`src/rtl/mrc_arbiter.sv`:
```
// ---------------------------------------------------------------------------
// mrc_arbiter
//
// Shares one multiply / square-root (MRC) unit between two requesters.
// A round-robin arbiter picks a requester, its operands are captured, and
// the FSM walks the MRC handshake (start, load a, optionally load b, wait
// for ready). The result is registered and the granted requester gets a
// one-cycle done pulse.
//
// Optional feature (macro MRC_ARB_TIMEOUT_EN):
//   When defined, each wait state (WAIT_X, WAIT_Y, WAIT_RDY) is bounded by
//   TIMEOUT cycles. On expiry the operation finishes with res_error=1 and
//   timeout=1, leaving res_data unchanged. When undefined, waits are
//   unbounded and timeout is tied low.
//
// Ports:
//   clk, reset           - single clock, asynchronous active-low reset
//   req0/op0/a0/b0       - requester 0 request, op (0=mul, 1=sqrt), operands
//   done0                - requester 0 completion pulse
//   req1/op1/a1/b1/done1 - requester 1, same meaning
//   res_data, res_error  - result of the last completed operation
//   timeout              - last operation ended by wait timeout
//   busy                 - arbiter is not idle
//   mrc_start/mrc_load/mrc_data/mrc_op - commands to the MRC unit
//   mrc_x/mrc_y/mrc_ready/mrc_result/mrc_error - status from the MRC unit
// ---------------------------------------------------------------------------
module mrc_arbiter #(
    parameter int WORD_LENGTH = 16,
    parameter int TIMEOUT     = 255
) (
    input  logic                     clk,
    input  logic                     reset,

    input  logic                     req0,
    input  logic                     op0,
    input  logic [WORD_LENGTH-1:0]   a0,
    input  logic [WORD_LENGTH-1:0]   b0,
    output logic                     done0,

    input  logic                     req1,
    input  logic                     op1,
    input  logic [WORD_LENGTH-1:0]   a1,
    input  logic [WORD_LENGTH-1:0]   b1,
    output logic                     done1,

    output logic [2*WORD_LENGTH-1:0] res_data,
    output logic                     res_error,
    output logic                     timeout,
    output logic                     busy,

    output logic                     mrc_start,
    output logic                     mrc_load,
    output logic [WORD_LENGTH-1:0]   mrc_data,
    output logic                     mrc_op,

    input  logic                     mrc_x,
    input  logic                     mrc_y,
    input  logic                     mrc_ready,
    input  logic [2*WORD_LENGTH-1:0] mrc_result,
    input  logic                     mrc_error
);

    typedef enum logic [3:0] {
        IDLE,
        GRANT,
        START,
        WAIT_X,
        LOAD_X,
        WAIT_Y,
        LOAD_Y,
        WAIT_RDY,
        DONE
    } state_t;

    state_t                 state;
    state_t                 state_nxt;

    logic                   grant_id;
    logic                   grant_pick;
    logic                   last_served;
    logic                   op_q;
    logic [WORD_LENGTH-1:0] a_q;
    logic [WORD_LENGTH-1:0] b_q;

    logic                   wait_expired;
    logic                   timeout_exit;

    // Round-robin choice: when both request, favour the one not served
    // last; a lone request always wins.
    assign grant_pick = (req0 && req1) ? ~last_served : req1;

`ifdef MRC_ARB_TIMEOUT_EN
    localparam int CNT_W = (TIMEOUT > 2) ? $clog2(TIMEOUT) : 1;

    logic [CNT_W-1:0] wait_cnt;

    // Any state change clears the counter, so it starts from zero on entry
    // to every wait state and counts cycles spent there. It never needs to
    // exceed TIMEOUT-1 because expiry leaves the wait state.
    always_ff @(posedge clk or negedge reset) begin
        if (!reset) begin
            wait_cnt <= '0;
        end else if (state_nxt != state) begin
            wait_cnt <= '0;
        end else begin
            wait_cnt <= wait_cnt + 1'b1;
        end
    end

    assign wait_expired = (wait_cnt == CNT_W'(TIMEOUT - 1));

    // Timeout flag is sticky until the next operation is granted.
    always_ff @(posedge clk or negedge reset) begin
        if (!reset) begin
            timeout <= 1'b0;
        end else if (state == GRANT) begin
            timeout <= 1'b0;
        end else if (timeout_exit) begin
            timeout <= 1'b1;
        end
    end
`else
    logic unused_timeout_cfg;

    assign unused_timeout_cfg = (TIMEOUT == 0);
    assign wait_expired       = 1'b0;
    assign timeout            = 1'b0;
`endif

    // State register plus the datapath registers the FSM controls: grant
    // selection, operand capture, result capture and round-robin pointer.
    always_ff @(posedge clk or negedge reset) begin
        if (!reset) begin
            state       <= IDLE;
            grant_id    <= 1'b0;
            last_served <= 1'b1;
            op_q        <= 1'b0;
            a_q         <= '0;
            b_q         <= '0;
            res_data    <= '0;
            res_error   <= 1'b0;
        end else begin
            state <= state_nxt;

            if (state == IDLE && (req0 || req1)) begin
                grant_id <= grant_pick;
            end

            if (state == GRANT) begin
                op_q <= grant_id ? op1 : op0;
                a_q  <= grant_id ? a1  : a0;
                b_q  <= grant_id ? b1  : b0;
            end

            if (state == WAIT_RDY && mrc_ready) begin
                res_data  <= mrc_result;
                res_error <= mrc_error;
            end else if (timeout_exit) begin
                res_error <= 1'b1;
            end

            // DONE is only ever entered from another state, so this fires
            // exactly once per operation.
            if (state_nxt == DONE) begin
                last_served <= grant_id;
            end
        end
    end

    // Next-state and output decode. Outputs are pure state decodes so an
    // asserted reset zeroes them immediately through the state register.
    always_comb begin
        state_nxt    = state;
        timeout_exit = 1'b0;
        busy         = 1'b1;
        done0        = 1'b0;
        done1        = 1'b0;
        mrc_start    = 1'b0;
        mrc_load     = 1'b0;
        mrc_data     = '0;
        mrc_op       = op_q;

        case (state)
            IDLE: begin
                busy   = 1'b0;
                mrc_op = 1'b0;
                if (req0 || req1) begin
                    state_nxt = GRANT;
                end
            end
            GRANT: begin
                mrc_op    = 1'b0;
                state_nxt = START;
            end
            START: begin
                mrc_start = 1'b1;
                state_nxt = WAIT_X;
            end
            WAIT_X: begin
                if (mrc_x) begin
                    state_nxt = LOAD_X;
                end else if (wait_expired) begin
                    state_nxt    = DONE;
                    timeout_exit = 1'b1;
                end
            end
            LOAD_X: begin
                mrc_load  = 1'b1;
                mrc_data  = a_q;
                // Square root takes a single operand.
                state_nxt = op_q ? WAIT_RDY : WAIT_Y;
            end
            WAIT_Y: begin
                if (mrc_y) begin
                    state_nxt = LOAD_Y;
                end else if (wait_expired) begin
                    state_nxt    = DONE;
                    timeout_exit = 1'b1;
                end
            end
            LOAD_Y: begin
                mrc_load  = 1'b1;
                mrc_data  = b_q;
                state_nxt = WAIT_RDY;
            end
            WAIT_RDY: begin
                if (mrc_ready) begin
                    state_nxt = DONE;
                end else if (wait_expired) begin
                    state_nxt    = DONE;
                    timeout_exit = 1'b1;
                end
            end
            DONE: begin
                done0     = ~grant_id;
                done1     = grant_id;
                state_nxt = IDLE;
            end
            default: begin
                busy      = 1'b0;
                mrc_op    = 1'b0;
                state_nxt = IDLE;
            end
        endcase
    end

endmodule

```
`config.mk`:
```
export PLATFORM = sky130hd
export DESIGN_NAME = mrc_arbiter
export DESIGN_NICKNAME = d
export VERILOG_FILES = /design/src/rtl/mrc_arbiter.sv
export SDC_FILE = /design/constraint.sdc
export NUM_CORES = 1
export LEC_CHECK = 0
export BUFFER_PORTS_ARGS = -buffer_cell sky130_fd_sc_hd__clkbuf_2
export CAP_MARGIN = 20
export CORE_ASPECT_RATIO = 2
export CORE_UTILIZATION = 50
export DETAILED_ROUTE_END_ITERATION = 8
export GPL_TIMING_DRIVEN = 1
export HOLD_SLACK_MARGIN = 0.03
export PLACE_DENSITY_LB_ADDON = 0.15
export SKIP_LAST_GASP = 1
export SLEW_MARGIN = 20
export SYNTH_ARGS = -nofsm -noshare
export SYNTH_HDL_FRONTEND = slang
export SYNTH_SLANG_ARGS = --single-unit
```
`constraint.sdc`:
```
create_clock -name clk -period 3.1 [get_ports clk]
set_clock_uncertainty 0.2 [all_clocks]
set_input_delay 0.775 -clock clk [delete_from_list [all_inputs] [get_ports clk]]
set_output_delay 0.775 -clock clk [all_outputs]
set_load 0.02 [all_outputs]
```
==> key figures <==
Route
  – Uppermost routed layer: met4
  – Final WL: 7150 µm
  – Via density: 5.12
  – Post-route ant nets: 0
  – Post-DR wirelength/cell: 13.6 µm
  – WL met1: 2760 µm
  – First-iteration detailed-routing DRC count: 110
  – Router iterations before antenna repair: 4
  – WL met3: 430 µm
  – Via count: 2685
  – WL met2: 3880 µm
  – Residual DRC: 0

Setup path
  – Nature of the critical path startpoint: register
  – Cells along the critical path: nand2b_2, nor3_4, buf_4, a22o_1, clkbuf_2
  – Critical Path End Type: output port
  – Critical path peak fanout: 16
  – CP peak stage delay: 520 ps
  – WP data required: 2120 ps
  – CP Buf/Inv Count: 2
  – CP Class: register to output port
  – Path depth of the worst reg2reg path: 3
  – Reg-to-reg startpoint: state[3]
  – Delay-heaviest family, CP: flip-flops
  – Worst Path Arrival: 1920 ps
  – R2R setup slack: 1000 ps
  – CP max-delay cell: dfrtp_1
  – RR Endpoint: res_data[17]

Yosys
  – Area fraction in compound gates after synthesis: 10.8%
  – Yosys cell types: 35
  – Simple-gate share of the synthesized area: 8.99%
  – Synthesized cell area: 0.00337 mm²
  – Ranking of synthesized cells by area: dfrtp_1 53%, mux2i_1 9.8%, mux2_1 9.7%
  – Number of synthesized register bits: 72
  – Synth Area in Adders: 0%
  – Cell with the most instances after synthesis: dfrtp_1
  – Mapped Cells: 277
  – Mux contribution to synthesized area: 21.5%
  – Post-synth top flop: dfrtp_1
  – Commonest cells in the netlist: 71 x dfrtp_1, 35 x a21oi_1, 35 x nor2_1, 33 x mux2i_1, 29 x mux2_1
  – Register area share after synthesis: 53.5%
  – Async SR Flop Fraction: 100%
  – Combinational family with the most area after synthesis: multiplexers
  – Syn Nets: 383
  – Yosys top cell by area: dfrtp_1
  – Xor and xnor area share after synthesis: 0.260%
  – Post-synth EDFFs: 0
  – Yosys top cell area share: 52.7%
  – Ys Warns: 0
  – Syn avg cell area: 12.2 µm²

Run status
  – Outcome: complete, no violations

Global route
  – Antenna violations before repair: 0
  – Vias in the first global route: 2719
  – Grt ovf: 0
  – Tot GR Track Use: 21.7%
  – Pin count of the biggest net entering global routing: 73
  – First-pass GRT wire length: 11400 µm

Power
  – Clk pwr share: 21.3%
  – Worst VDD drop: 0.000573 V
  – Internal power: 2.92 mW
  – Power Density: 1070 mW/mm²
  – Sw frac: 38.9%
  – Switching power: 1.86 mW
  – Sequential power share: 35.7%
  – P_leak: 2.27 nW
  – Logic pwr share: 43.0%

CTS
  – CTS Buf Count: 9
  – Clock tree from TritonCTS: built
  – Post-CTS setup buffers: 0
  – Clk root buf: clkbuf_16
  – Post-CTS Hold Buffers: 0
  – Clock Sinks: 72
  – CTS H-tree lvls: 3
  – Post-CTS resize count: 0
  – Reg clk slew, reported paths: 50 ps
  – Clk_lat worst skew: 330 ps
  – Clock buffer depth: 2

Layout
  – Area of the multi-input gates: 0.00141 mm²
  – Design Area, Final: 0.00446 mm²
  – Register area: 0.00180 mm²
  – N_diodes: 0
  – Fillers: 536
  – Ratio of cells with drive above 1 in the final layout: 44.0%
  – Final net count: 537
  – Area grow syn2layout: 32.5%

Placed design
  – Hpwl dp: 5260 µm
  – Dpl cell area: 0.00416 mm²
  – Routability cong.: 0.761
  – IO buf count: 160

Hold path
  – Hold Path Stages: 1
  – Hold Crit Endpoint: res_data[27]
  – Hold path start: res_data[27]
  – Hold crit path type: register to register

STA
  – Fin crit share: 93.5%
  – RSZ-0062 raised after global routing: no
  – Slew Limit Headroom: 41.0%
  – Fin. Hold Viols: 0
  – Fmax: 0.345 GHz
  – Final min period: 2900 ps
  – Max-slew violations: 0
  – Worst Tran Pin Value: 885 ps
  – Setup Viol. Count Final: 0
  – Setup TNS: 0 ps

Die
  – Horiz. Die Dim: 60.0 µm
  – Die footprint: 0.00709 mm²
  – Row count: 42
  – Die H: 118 µm
  – I/O Pins: 162
  – Initial core utilization: 51.3%
  – Core area: 0.00657 mm²

Flow run
  – Maxcap violations: 0
sequential cells by signal, summed over array words and instances, names as in the netlist:
name         count
grant_id         1
b_q             16
a_q             16
last_served      1
op_q             1
res_data        32
res_error        1
state            4
layout make-up:
| cell class | count | share of cell area (%) |
|---|---|---|
| clock inverter | 3 | 0.897 |
| clock buffer | 13 | 5.83 |
| multi-input combinational | 183 | 31.6 |
| timing repair buffer | 164 | 18.7 |
| tap | 88 | 2.47 |
| inverter | 1 | 0.0841 |
| sequential | 72 | 40.4 |
metal layers:
layer  up-vias  track usage, %
li1       1296               -
met1      1276            22.6
met2       104            37.9
met3         9            6.15
met4         0            10.2
met5         -               0
layout by cell type, fill, tap and decap left out, types with 2 or more instances in the layout:
cell type,instances
clkbuf_2,159
dfrtp_1,70
nor2_1,35
a21oi_1,35
mux2i_1,33
mux2_1,29
a22o_1,16
clkbuf_16,9
mux2_2,6
buf_4,5
nand2_1,4
nor3_1,3
nand2b_1,2
o31ai_1,2
clkbuf_8,2
clkinv_2,2
clkbuf_1,2
worst max-delay path by stage:
stage / startpoint / endpoint / slack [ps] / depth (start not counted)
final: state[3] / mrc_data[1] / 200 / 5
after global routing: state[3] / mrc_data[12] / 80 / 5
after CTS: state[3] / mrc_data[1] / 190 / 5
after detailed placement: state[3] / mrc_data[1] / 550 / 5
after global placement: state[3] / mrc_data[15] / 600 / 5
after floorplan: state[2] / mrc_op / 650 / 4
cells by family after synthesis:
group | count (synthesis)
other | 1
and+or+nand+nor | 56
buffers and inverters | 22
muxes | 68
AOI/OAI and AO/OA | 57
xor gates and xnor gates | 1
DFF | 72
worst reg2reg max path, stage by stage (launching register included):
cell	delay, ps
dfrtp_1	520
nand2b_2	350
nor2_8	510
mux2_2	410
power by group through the flow:
stage | Sequential, mW | Combinational [mW] | Clock (mW)
after floorplan | 1.88 | 1.33 | 0
after global routing | 1.77 | 2.24 | 1.09
after detailed placement | 1.72 | 2.08 | 0
after global placement | 1.71 | 2.03 | 0
after CTS | 1.71 | 2.08 | 1.04
final | 1.71 | 2.05 | 1.02
stage by stage:
stage | setup WS, ps | hold WS [ps] | power, mW | std cells | utilization [%]
floorplan | 651 | 279 | 3.20 | 277 | -
global route | 76.1 | 298 | 5.09 | 524 | 68.0
global placement | 603 | 267 | 3.74 | 508 | 63.4
CTS | 190 | 291 | 4.84 | 524 | 68.0
detailed placement | 546 | 275 | 3.80 | 508 | 63.4
finish | 200 | 282 | 4.78 | 524 | 68.0
Note: power is estimated with default switching activity, not from simulation.
